$ cat src/rtl/drive_pkg.sv
// Shared drive-controller definitions: one-hot drive state encodings and
// the bit positions inside the move_cmd bus.
package drive_pkg;

    // One-hot drive states
    localparam logic [3:0] ST_UNSTARTING = 4'b0001;
    localparam logic [3:0] ST_STARTING   = 4'b0010;
    localparam logic [3:0] ST_MOVING     = 4'b0100;
    localparam logic [3:0] ST_POWER_OFF  = 4'b1000;

    // move_cmd bit indices
    localparam int MV_FWD   = 0;
    localparam int MV_REV   = 1;
    localparam int MV_LEFT  = 2;
    localparam int MV_RIGHT = 3;

    // Turn lamps may only blink while the drive is starting or moving;
    // any other value, including a non-one-hot code, keeps them dark.
    function automatic logic lamp_state(input logic [3:0] s);
        return (s == ST_STARTING) || (s == ST_MOVING);
    endfunction

endpackage

$ cat src/rtl/bcd4_counter.sv
// Four-digit BCD up-counter with enable and synchronous clear.
// Each digit rolls 9 -> 0 and carries; 9999 wraps to 0000.
module bcd4_counter (
    input  logic        clk,
    input  logic        rst,
    input  logic        en,
    input  logic        clr,
    output logic [15:0] count
);

    logic [15:0] inc_val;
    logic        carry;

    // Ripple a +1 through the digits, stopping at the first digit below 9
    always_comb begin
        inc_val = count;
        carry   = 1'b1;
        for (int i = 0; i < 4; i++) begin
            if (carry) begin
                if (count[i*4 +: 4] >= 4'd9) begin
                    inc_val[i*4 +: 4] = 4'd0;
                end else begin
                    inc_val[i*4 +: 4] = count[i*4 +: 4] + 4'd1;
                    carry             = 1'b0;
                end
            end
        end
    end

    // Count register: clear has priority over increment
    always_ff @(posedge clk or negedge rst) begin
        if (!rst) begin
            count <= 16'h0000;
        end else if (clr) begin
            count <= 16'h0000;
        end else if (en) begin
            count <= inc_val;
        end
    end

endmodule

$ cat src/rtl/motion_indicator.sv
// Turn-lamp blinker, forced-off fault latch and optional BCD odometer.
// Define ODOMETER_EN to build the odometer; without it mileage is tied
// to zero and no mileage logic exists.
module motion_indicator
    import drive_pkg::*;
#(
    parameter int BLINK_DIV = 50_000_000,
    parameter int MILE_DIV  = 100_000_000
) (
    input  logic        clk,
    input  logic        rst,
    input  logic [3:0]  state,
    input  logic [3:0]  move_cmd,
    input  logic        change,
    output logic        led_left,
    output logic        led_right,
    output logic        fault,
    output logic [15:0] mileage
);

    localparam int BW = (BLINK_DIV > 1) ? $clog2(BLINK_DIV) : 1;

    logic [BW-1:0] blink_cnt;
    logic          phase;
    logic          phase_next;
    logic          turn_d;
    logic          turn_req;
    logic          turn_rise;
    logic          blink_tc;

    assign turn_req  = move_cmd[MV_LEFT] | move_cmd[MV_RIGHT];
    assign turn_rise = turn_req & ~turn_d;
    assign blink_tc  = (blink_cnt == BW'(BLINK_DIV - 1));

    // Next blink phase: a fresh turn request restarts lit, else toggle on terminal count
    always_comb begin
        phase_next = phase;
        if (turn_rise) begin
            phase_next = 1'b1;
        end else if (blink_tc) begin
            phase_next = ~phase;
        end
    end

    // Blink prescaler, phase and turn-request edge detector
    always_ff @(posedge clk or negedge rst) begin
        if (!rst) begin
            blink_cnt <= '0;
            phase     <= 1'b0;
            turn_d    <= 1'b0;
        end else begin
            turn_d <= turn_req;
            phase  <= phase_next;
            if (turn_rise || blink_tc) begin
                blink_cnt <= '0;
            end else begin
                blink_cnt <= blink_cnt + BW'(1);
            end
        end
    end

    // Registered lamps use the upcoming phase so a new request lights next cycle
    always_ff @(posedge clk or negedge rst) begin
        if (!rst) begin
            led_left  <= 1'b0;
            led_right <= 1'b0;
        end else begin
            led_left  <= lamp_state(state) & move_cmd[MV_LEFT]  & phase_next;
            led_right <= lamp_state(state) & move_cmd[MV_RIGHT] & phase_next;
        end
    end

    // Fault latch: a forced-off event sets it, returning to unstarting clears it
    always_ff @(posedge clk or negedge rst) begin
        if (!rst) begin
            fault <= 1'b0;
        end else if (change) begin
            fault <= 1'b1;
        end else if (state == ST_UNSTARTING) begin
            fault <= 1'b0;
        end
    end

`ifdef ODOMETER_EN
    localparam int MW = (MILE_DIV > 1) ? $clog2(MILE_DIV) : 1;

    logic [MW-1:0] mile_cnt;
    logic          mile_run;
    logic          mile_clr;
    logic          mile_tc;

    assign mile_run = (state == ST_MOVING) & (move_cmd[MV_FWD] | move_cmd[MV_REV]);
    assign mile_clr = (state == ST_POWER_OFF);
    assign mile_tc  = (mile_cnt == MW'(MILE_DIV - 1));

    // Mileage prescaler: cleared at power-off, advances only while in motion
    always_ff @(posedge clk or negedge rst) begin
        if (!rst) begin
            mile_cnt <= '0;
        end else if (mile_clr) begin
            mile_cnt <= '0;
        end else if (mile_run) begin
            if (mile_tc) begin
                mile_cnt <= '0;
            end else begin
                mile_cnt <= mile_cnt + MW'(1);
            end
        end
    end

    bcd4_counter u_odo (
        .clk   (clk),
        .rst   (rst),
        .en    (mile_run & mile_tc),
        .clr   (mile_clr),
        .count (mileage)
    );
`else
    // Motion bits only feed the odometer, which is absent in this build
    logic unused_motion;
    assign unused_motion = move_cmd[MV_FWD] ^ move_cmd[MV_REV];
    assign mileage       = 16'h0000;
`endif

endmodule

$ cat config.mk
export PLATFORM = sky130hd
export DESIGN_NAME = motion_indicator
export DESIGN_NICKNAME = d
export VERILOG_FILES = /design/src/rtl/drive_pkg.sv /design/src/rtl/bcd4_counter.sv /design/src/rtl/motion_indicator.sv
export SDC_FILE = /design/constraint.sdc
export NUM_CORES = 1
export LEC_CHECK = 0
export ABC_AREA = 1
export BUFFER_PORTS_ARGS = -buffer_cell sky130_fd_sc_hd__clkbuf_2
export CAP_MARGIN = 10
export CORE_AREA = 2 2 79 81
export CTS_CLUSTER_DIAMETER = 50
export DETAILED_ROUTE_END_ITERATION = 6
export DIE_AREA = 0 0 81 83
export PLACE_DENSITY = 0.64
export SETUP_SLACK_MARGIN = 0.3
export SLEW_MARGIN = 25
export SYNTH_ARGS = -nofsm -noshare
export SYNTH_HDL_FRONTEND = slang
export SYNTH_SLANG_ARGS = --single-unit
$ cat constraint.sdc
create_clock -name clk -period 3.4 [get_ports clk]
set_input_delay 0.68 -clock clk [delete_from_list [all_inputs] [get_ports clk]]
set_output_delay 0.68 -clock clk [all_outputs]
set_load 0.01 [all_outputs]
==> results of run 1 <==
-- sequential cells by signal (all words and copies together) (netlist names) --
signal and cells:
blink_cnt 26, fault 1, led_left 1, led_right 1, phase 1, turn_d 1
-- cells by family (layout without fill, tap and decap cells) --
family / Yosys count / after routing / synth area share
and+or+nand+nor: 173 / 173 / 0.415
AOI/OAI and AO/OA: 5 / 5 / 0.0181
adders and majority gates: 1 / 1 / 0.00624
buffers and inverters: 46 / 47 / 0.132
other: 1 / 16 / 0.00187
xor gates and xnor gates: 9 / 9 / 0.0393
DFF: 31 / 31 / 0.387
-- where the power goes --
group | leakage [µW] | internal [µW] | switching (µW)
Clock | 0.0000612 | 237 | 141
Sequential | 0.000412 | 393 | 25.0
Combinational | 0.000458 | 37.8 | 65.6
Total | 0.000931 | 668 | 231
-- cell usage after synthesis, types with 3 or more instances --
library cell	count	share of area
nand2_1	65	0.12
nor2_1	43	0.081
dfrtp_1	31	0.39
inv_1	28	0.052
nor2_2	20	0.062
buf_4	16	0.060
nand3_1	14	0.035
nand4_1	5	0.016
nor3_1	5	0.012
nor3b_1	5	0.019
xor2_1	5	0.022
nand2_2	4	0.012
xnor2_1	4	0.017
nor2_4	3	0.017
nor3_2	3	0.015
-- per-stage QoR --
step | utilization | cell area [µm²]
2_1_floorplan | - | 2060
3_3_place_gp | 0.352 | 2050
3_5_place_dp | 0.352 | 2050
4_1_cts | 0.373 | 2170
5_1_grt | 0.373 | 2170
6_report | 0.373 | 2170
-- worst reg2reg max path, cell delays in order (launching register included) --
cell,delay [ns]
dfrtp_1,0.42
ha_1,0.26
nand2_2,0.11
nor2_4,0.12
nand2_1,0.08
nor2_2,0.13
nand2_2,0.10
nand2_4,0.32
nor3b_1,0.10
-- per-layer routing --
layer	global-route usage	share of wire
met1	0.178	0.48
met2	0.205	0.45
met3	0.0489	0.053
met4	0.0416	0.0075
met5	0	0
-- how the worst min path moves through the flow --
stage	from	end	slack (ns)	cells after the start
floorplan	rst	blink_cnt[0]	0.38	0
global placement	fault	fault	0.47	1
detailed placement	fault	fault	0.47	1
CTS	rst	blink_cnt[8]	0.48	1
global route	rst	blink_cnt[8]	0.53	1
finish	rst	blink_cnt[23]	0.45	1
-- layout by cell type (no fill, tap or decap), drive strengths merged --
cell    netlist  final
a21o          1      1
a21oi         1      1
a31oi         2      2
and2          1      1
bufinv        0      1
clkbuf        0     17
clkinv        0      1
conb          1     16
dfrtp        31     31
ha            1      1
inv          28     28
nand2        70     70
nand3        15     15
nand4         5      5
nor2         66     66
nor3          8      8
nor3b         5      5
o21bai        1      1
or2           2      2
or3b          1      1
xnor2         4      4
xor2          5      5
-- layout make-up --
type	instances	area [µm²]
fill	638	3650
multi-input combinational	204	1020
sequential	31	776
inverter	28	105
tap	75	93.8
clock buffer	6	82.6
timing repair buffer	11	55.1
clock inverter	2	35.0
==> flow_summary.ini, run 1 <==
[routing]
ant_nets = 0
drt_pass1_iterations = 4
vias_per_cell = 4.46
drt_iter0_drc = 118
vias = 1592
wirelength_mm = 3.85
drc_errors = 0
wl_per_cell_um = 10.8

[place]
pre_cts_slack_ns = 1.62
dp.cells = 349
io_buffers = 11
hpwl_mm = 2.93
gp_congestion = 0.864

[sta]
max_freq_ghz = 0.564
finalMaxSlewViolations = 0
finalWorstSetupSlack_ns = 1.63
post-route-min-period_ns = 1.77
setup_violations = 0
timing.setup.tns_ns = 0
relSlewSlack = 0.491
skew_ns = 0.00374
worst_slew_pin_slew_ns = 0.764
min_period_over_period = 0.522
hold_viol_final = 0
rsz0062_at_grt = no
holdWs_ns = 0.453

[setup_path]
path_max_fanout = 25
crit_buf_inv = 0
cpPeakStageDelay_ns = 0.42
crit_end = blink_cnt[10]
crit_type = reg -> reg
crit_chain = ha_1 > nand2_2 > nor2_4 > nand2_1 > nor2_2 > nand2_2 > nand2_4 > nor3b_1
cp-startpoint = blink_cnt[0]
r2r-start = blink_cnt[0]
r2r-end = blink_cnt[10]
start_kind = register
worstRegToRegCells = 8
crit_family = simple AND/OR/NAND/NOR gates
arrival_ns = 1.93
critPathRequiredTime_ns = 3.56
cp_slowest_cell = dfrtp_1
cp_common_cell = nand2_2
r2r_setup_slack_ns = 1.63
crit_cells = 8
endpoint_kind = register

[synthesis]
syn_area_per_cell_um2 = 7.54
synth_edf_count = 0
synth_cell_types = 27
synthesis.area_mm2 = 0.00200
synthCells = 266
ys_ff_latch = 31
synthArstFlopShare = 1.00
synth_ff_type = dfrtp_1
seq_area_frac_synth = 0.387
yosys_warnings = 0

[pwr]
leakagePower_uw = 0.000931
powerDensity_mw_per_mm2 = 415
ir_drop_v = 0.000232
power_uw = 899

[cells_and_area]
fin_cells = 357
syn_to_final_growth_pct = 8.11
drive_above_1_share = 0.191
num_antenna_cells = 0
final_nets = 293

[grt]
grt_max_degree = 32
gr-total-overflow = 0
grt_pass1_vias = 1554
grt_pass1_wl_mm = 7.11
antenna_found_initial = 0
grtUsageTotal = 0.135

[floorplan]
io_pins = 30
die_area_mm2 = 0.00672
die_h_um = 83
start_util = 0.345
rows = 28
coreArea_mm2 = 0.00582
die_w_um = 81

[outcome]
status = finished, final reports clean

[clocking]
clk_pin_slew_worst_paths_ns = 0.06
cts_buffers = 5
cts-htree-levels = 2
cts_tree = yes
clock_sinks = 31
cts_hold_buf = 0
post-cts-setup-buffer-count = 0
cts_resized = 0
insertion_delay_ns = 0.29
clockRootBuffer = clkbuf_8
cts_buffer_depth = 2

[hold_path]
hp-class = in -> async

[run]
drv_cap = 0
(Power assumes the default switching activity.)
==> run 2, diff against run 1 <==
Settings changed: PLACE_DENSITY 0.64 to 0.65.
Clock period 3.4 ns to 1.5 ns, I/O delays scaled along.
==> run 2 against run 1 <==
  * The run now ends with setup timing left
  * Sequential share of layout area shrank 4.6 points
  * Global-route usage grew 0.44 points
  * Worst setup slack lost 1.7 ns
  * Critical path depth grew 1
==> flow_summary.ini, run 2 (synthesis gave the netlist of run 1 again) <==
[routing]
drc_errors = 0
ant_nets = 0
wl_per_cell_um = 11.1
vias_per_cell = 4.48
drt_iter0_drc = 91
vias = 1697
drt_pass1_iterations = 5
wirelength_mm = 4.23

[cells_and_area]
fin_cells = 379
syn_to_final_growth_pct = 24.0
num_antenna_cells = 0
post-route-util = 0.427
largest_register_ff_count = 26
drive_above_1_share = 0.273
regMostFlops = blink_cnt
final_nets = 315
layout_common_cells = nand2_1, nor2_1, dfrtp_1, inv_1, conb_1
mostFrequentLayoutCell = nand2_1
nFillCells = 587

[setup_path]
critPathRequiredTime_ns = 1.67
arrival_ns = 1.73
path_max_fanout = 5
r2r-start = blink_cnt[0]
cp-startpoint = blink_cnt[0]
endpoint_kind = register
crit_type = reg -> reg
start_kind = register

[pwr]
ir_drop_v = 0.000465
switching_share = 0.292
internal-power_uw = 1380
power_frac_seq = 0.490
pwr-share-comb = 0.180
p_switching_uw = 569
power_uw = 1950
powerDensity_mw_per_mm2 = 785
leakagePower_uw = 0.00108
p_clk_frac = 0.330

[grt]
grt_pass1_vias = 1633
grtUsageTotal = 0.139
antenna_found_initial = 0
grt_pass1_wl_mm = 7.42
grt_max_degree = 32
gr-total-overflow = 0

[place]
gp_congestion = 0.929
hpwl_mm = 3.08
io_buffers = 11
dp.cells = 364

[sta]
holdWs_ns = 0.191
finalMaxSlewViolations = 0
skew_ns = 0.00756
post-route-min-period_ns = 1.56
max_freq_ghz = 0.641
min_period_over_period = 1.04
timing.setup.tns_ns = -1.04
rsz0062_at_grt = yes
finalWorstSetupSlack_ns = -0.0608
hold_viol_final = 0
setup_violations = 27

[hold_path]
hp-class = in -> reg
hp-start = change

[clocking]
cts-htree-levels = 2
insertion_delay_ns = 0.28
cts_tree = yes
cts_buffers = 5
clk_pin_slew_worst_paths_ns = 0.07
clockRootBuffer = clkbuf_8
clock_sinks = 31
cts_buffer_depth = 2

[floorplan]
die_w_um = 81
coreArea_mm2 = 0.00582
start_util = 0.345
rows = 28
die_h_um = 83
die_area_mm2 = 0.00672
io_pins = 30

[run]
drv_cap = 0

[outcome]
failed_checks = setup timing
status = finished, violations left
## run 2: timing repair
action,4_1_cts,5_1_grt
resized for setup,10,12
hold buffers,1,0
buffers inserted,3,1
pin swaps,4,10
endpoints found under the setup margin,29,29
hold endpoints to repair,31,0
cloned,1,1
## run 2: through the flow
stage	area, µm²	worst slack, ns
after floorplan	2060	0.0361
after global placement	2200	0.0230
after detailed placement	2200	-0.0119
after CTS	2380	-0.0191
after global routing	2480	-0.134
final	2480	-0.0608
## run 2: power groups by stage
stage               logic [µW]  clock network, µW  registers (µW)
detailed placement         304                  0             961
CTS                        321                649             946
global route               401                703             970
floorplan                  227                  0             954
finish                     352                643             956
global placement           296                  0             957
## run 2: path summary, 6_finish.rpt
check,endpoint,cells past startpoint,slack (ns)
min in group asynchronous,blink_cnt[0],3,0.50
min,fault,2,0.19
max in group asynchronous,blink_cnt[11],3,0.82
min reg2reg,fault,1,0.49
max reg2reg,blink_cnt[15],9,-0.06
max,blink_cnt[15],9,-0.06
## run 2: critical path: stages, from the launching register on
cell       delay, ns
dfrtp_1         0.39
ha_4            0.16
nand2_4         0.06
nor2_4          0.15
nand2_2         0.09
nor2_4          0.15
nand2_4         0.09
nand2_8         0.14
clkbuf_16       0.17
nor2_2          0.04
## run 2: layout make-up
cell class	count	area (µm²)	share of cell area
clock buffer	7	76.3	0.0307
timing repair buffer	33	302	0.121
inverter	28	105	0.0423
tap	75	93.8	0.0378
multi-input combinational	204	1130	0.454
clock inverter	1	5.00	0.00201
sequential	31	776	0.312
## run 2: layer usage
layer  part of all wire  global-route usage  up-vias
met5                  0                   0        -
met4              0.012              0.0416        0
met3              0.047              0.0359        7
met2               0.47               0.218       46
met1               0.47               0.188      781
li1                   -                   -      863
==> run 3, diff against run 2 <==
Settings changed: CORE_AREA 2 2 79 81 to 2 2 70 72, DIE_AREA 0 0 81 83 to 0 0 72 74, MAX_ROUTING_LAYER set to met4, PLACE_DENSITY 0.65 to 0.78.
==> run 3 against run 2 <==
  * The flow still finishes with violations (setup timing)
  * Critical path depth stayed put
  * Sequential power decreased by 1%
  * Core utilization grew 10 points
  * Flip-flop and latch count stayed put
  * Via count increased by 1.1%
  * Critical path type unchanged
  * Clock skew is 0.00096 ns higher
  * Die area is 21% lower
  * Largest power group unchanged
  * Fmax increased by 2.6%
==> flow_summary.ini, run 3 (synthesis gave the netlist of run 1 again) <==
[outcome]
status = finished, violations left
failed_checks = setup timing

[routing]
drc_errors = 0
drt_iter0_drc = 148
vias = 1716
wl_per_cell_um = 12.2
ant_nets = 0
wirelength_mm = 4.28
vias_per_cell = 4.89
drt_pass1_iterations = 4

[floorplan]
io_pins = 30
die_area_mm2 = 0.00533
coreArea_mm2 = 0.00460
start_util = 0.436
die_h_um = 74
die_w_um = 72
rows = 25

[clocking]
clk_pin_slew_worst_paths_ns = 0.07
clock_sinks = 31
cts_buffer_depth = 2
insertion_delay_ns = 0.30
cts_buffers = 5
post-cts-setup-buffer-count = 0
cts-htree-levels = 2
cts_tree = yes
clockRootBuffer = clkbuf_8

[sta]
finalWorstSetupSlack_ns = -0.0220
min_period_over_period = 1.01
hold_viol_final = 0
holdWs_ns = 0.179
skew_ns = 0.00852
rsz0062_at_grt = yes
post-route-min-period_ns = 1.52
max_freq_ghz = 0.657
setup_violations = 12
finalMaxSlewViolations = 0

[hold_path]
hp-class = in -> reg
hp-start = change

[cells_and_area]
num_antenna_cells = 0
regMostFlops = blink_cnt
ff_latch_area_um2 = 777
nFillCells = 422
mostFrequentLayoutCell = nand2_1
largest_register_ff_count = 26
drive_above_1_share = 0.283
syn_to_final_growth_pct = 22.0
multi_input_area_mm2 = 0.00115
layout_common_cells = nand2_1, nor2_1, dfrtp_1, inv_1, conb_1
final_nets = 308

[grt]
gr-total-overflow = 0
grt_pass1_vias = 1574
grt_max_degree = 18
antenna_found_initial = 0
grtUsageTotal = 0.175
grt_pass1_wl_mm = 6.84

[setup_path]
start_kind = register
arrival_ns = 1.71
r2r-start = blink_cnt[1]
worstRegToRegCells = 9
crit_type = reg -> reg
r2r_setup_slack_ns = -0.02
cp-startpoint = blink_cnt[1]
critPathRequiredTime_ns = 1.69
endpoint_kind = register
crit_end = blink_cnt[8]
path_max_fanout = 6
r2r-end = blink_cnt[8]

[pwr]
ir_drop_v = 0.000508
leakagePower_uw = 0.00106
powerDensity_mw_per_mm2 = 836

[place]
pre_cts_slack_ns = 0.0190
hpwl_mm = 3.12
io_buffers = 11
gp_congestion = 0.992

[run]
drv_cap = 0
-- run 3: metal layers --
| metal | track usage | share of wire |
|---|---|---|
| met1 | 0.208 | 0.45 |
| met2 | 0.284 | 0.48 |
| met3 | 0.0379 | 0.054 |
| met4 | 0.0860 | 0.020 |
| met5 | - | 0 |
-- run 3: cell type report --
class	count	share of cell area
clock buffer	7	0.0394
clock inverter	1	0.00307
inverter	28	0.0430
multi-input combinational	204	0.470
sequential	31	0.318
tap	54	0.0276
timing repair buffer	26	0.0993
-- run 3: where the power goes --
group          leakage, µW  switching (µW)  internal, µW
clock            0.0000505             324           417
sequential        0.000411            53.4           892
combinational     0.000599             195           163
total              0.00106             573          1470
-- run 3: worst min-delay path by stage --
stage,endpoint,slack (ns),depth (start not counted)
global route,fault,0.18,2
detailed placement,blink_cnt[11],0.25,1
finish,fault,0.18,2
CTS,fault,0.17,2
floorplan,blink_cnt[0],0.004,0
global placement,blink_cnt[11],0.25,1
-- run 3: per-stage QoR --
stage	cells	instance area [µm²]	TNS, ns	util	power [µW]
floorplan	281	2060	0	-	1180
global placement	340	2150	0	0.468	1250
detailed placement	340	2150	0	0.468	1260
CTS	349	2270	0	0.493	2010
global route	351	2440	-2.00	0.532	2150
finish	351	2440	-0.114	0.532	2040
-- run 3: worst max-delay path, stage by stage, from the launching register on --
cell and delay (ns):
dfrtp_1 0.36, ha_2 0.21, nand2_4 0.07, nor2_4 0.12, nand2_2 0.08, nor2_4 0.14, nand2_4 0.10, nand2_8 0.11
clkbuf_16 0.17, nor3_2 0.04
-- run 3: repair_timing --
action                                  CTS  global route
pin swaps                                 0             7
cloned                                    0             2
endpoints found under the setup margin   29            29
hold buffers                              1             0
gates resized for setup                   0            28
endpoints found under the hold margin    14             0
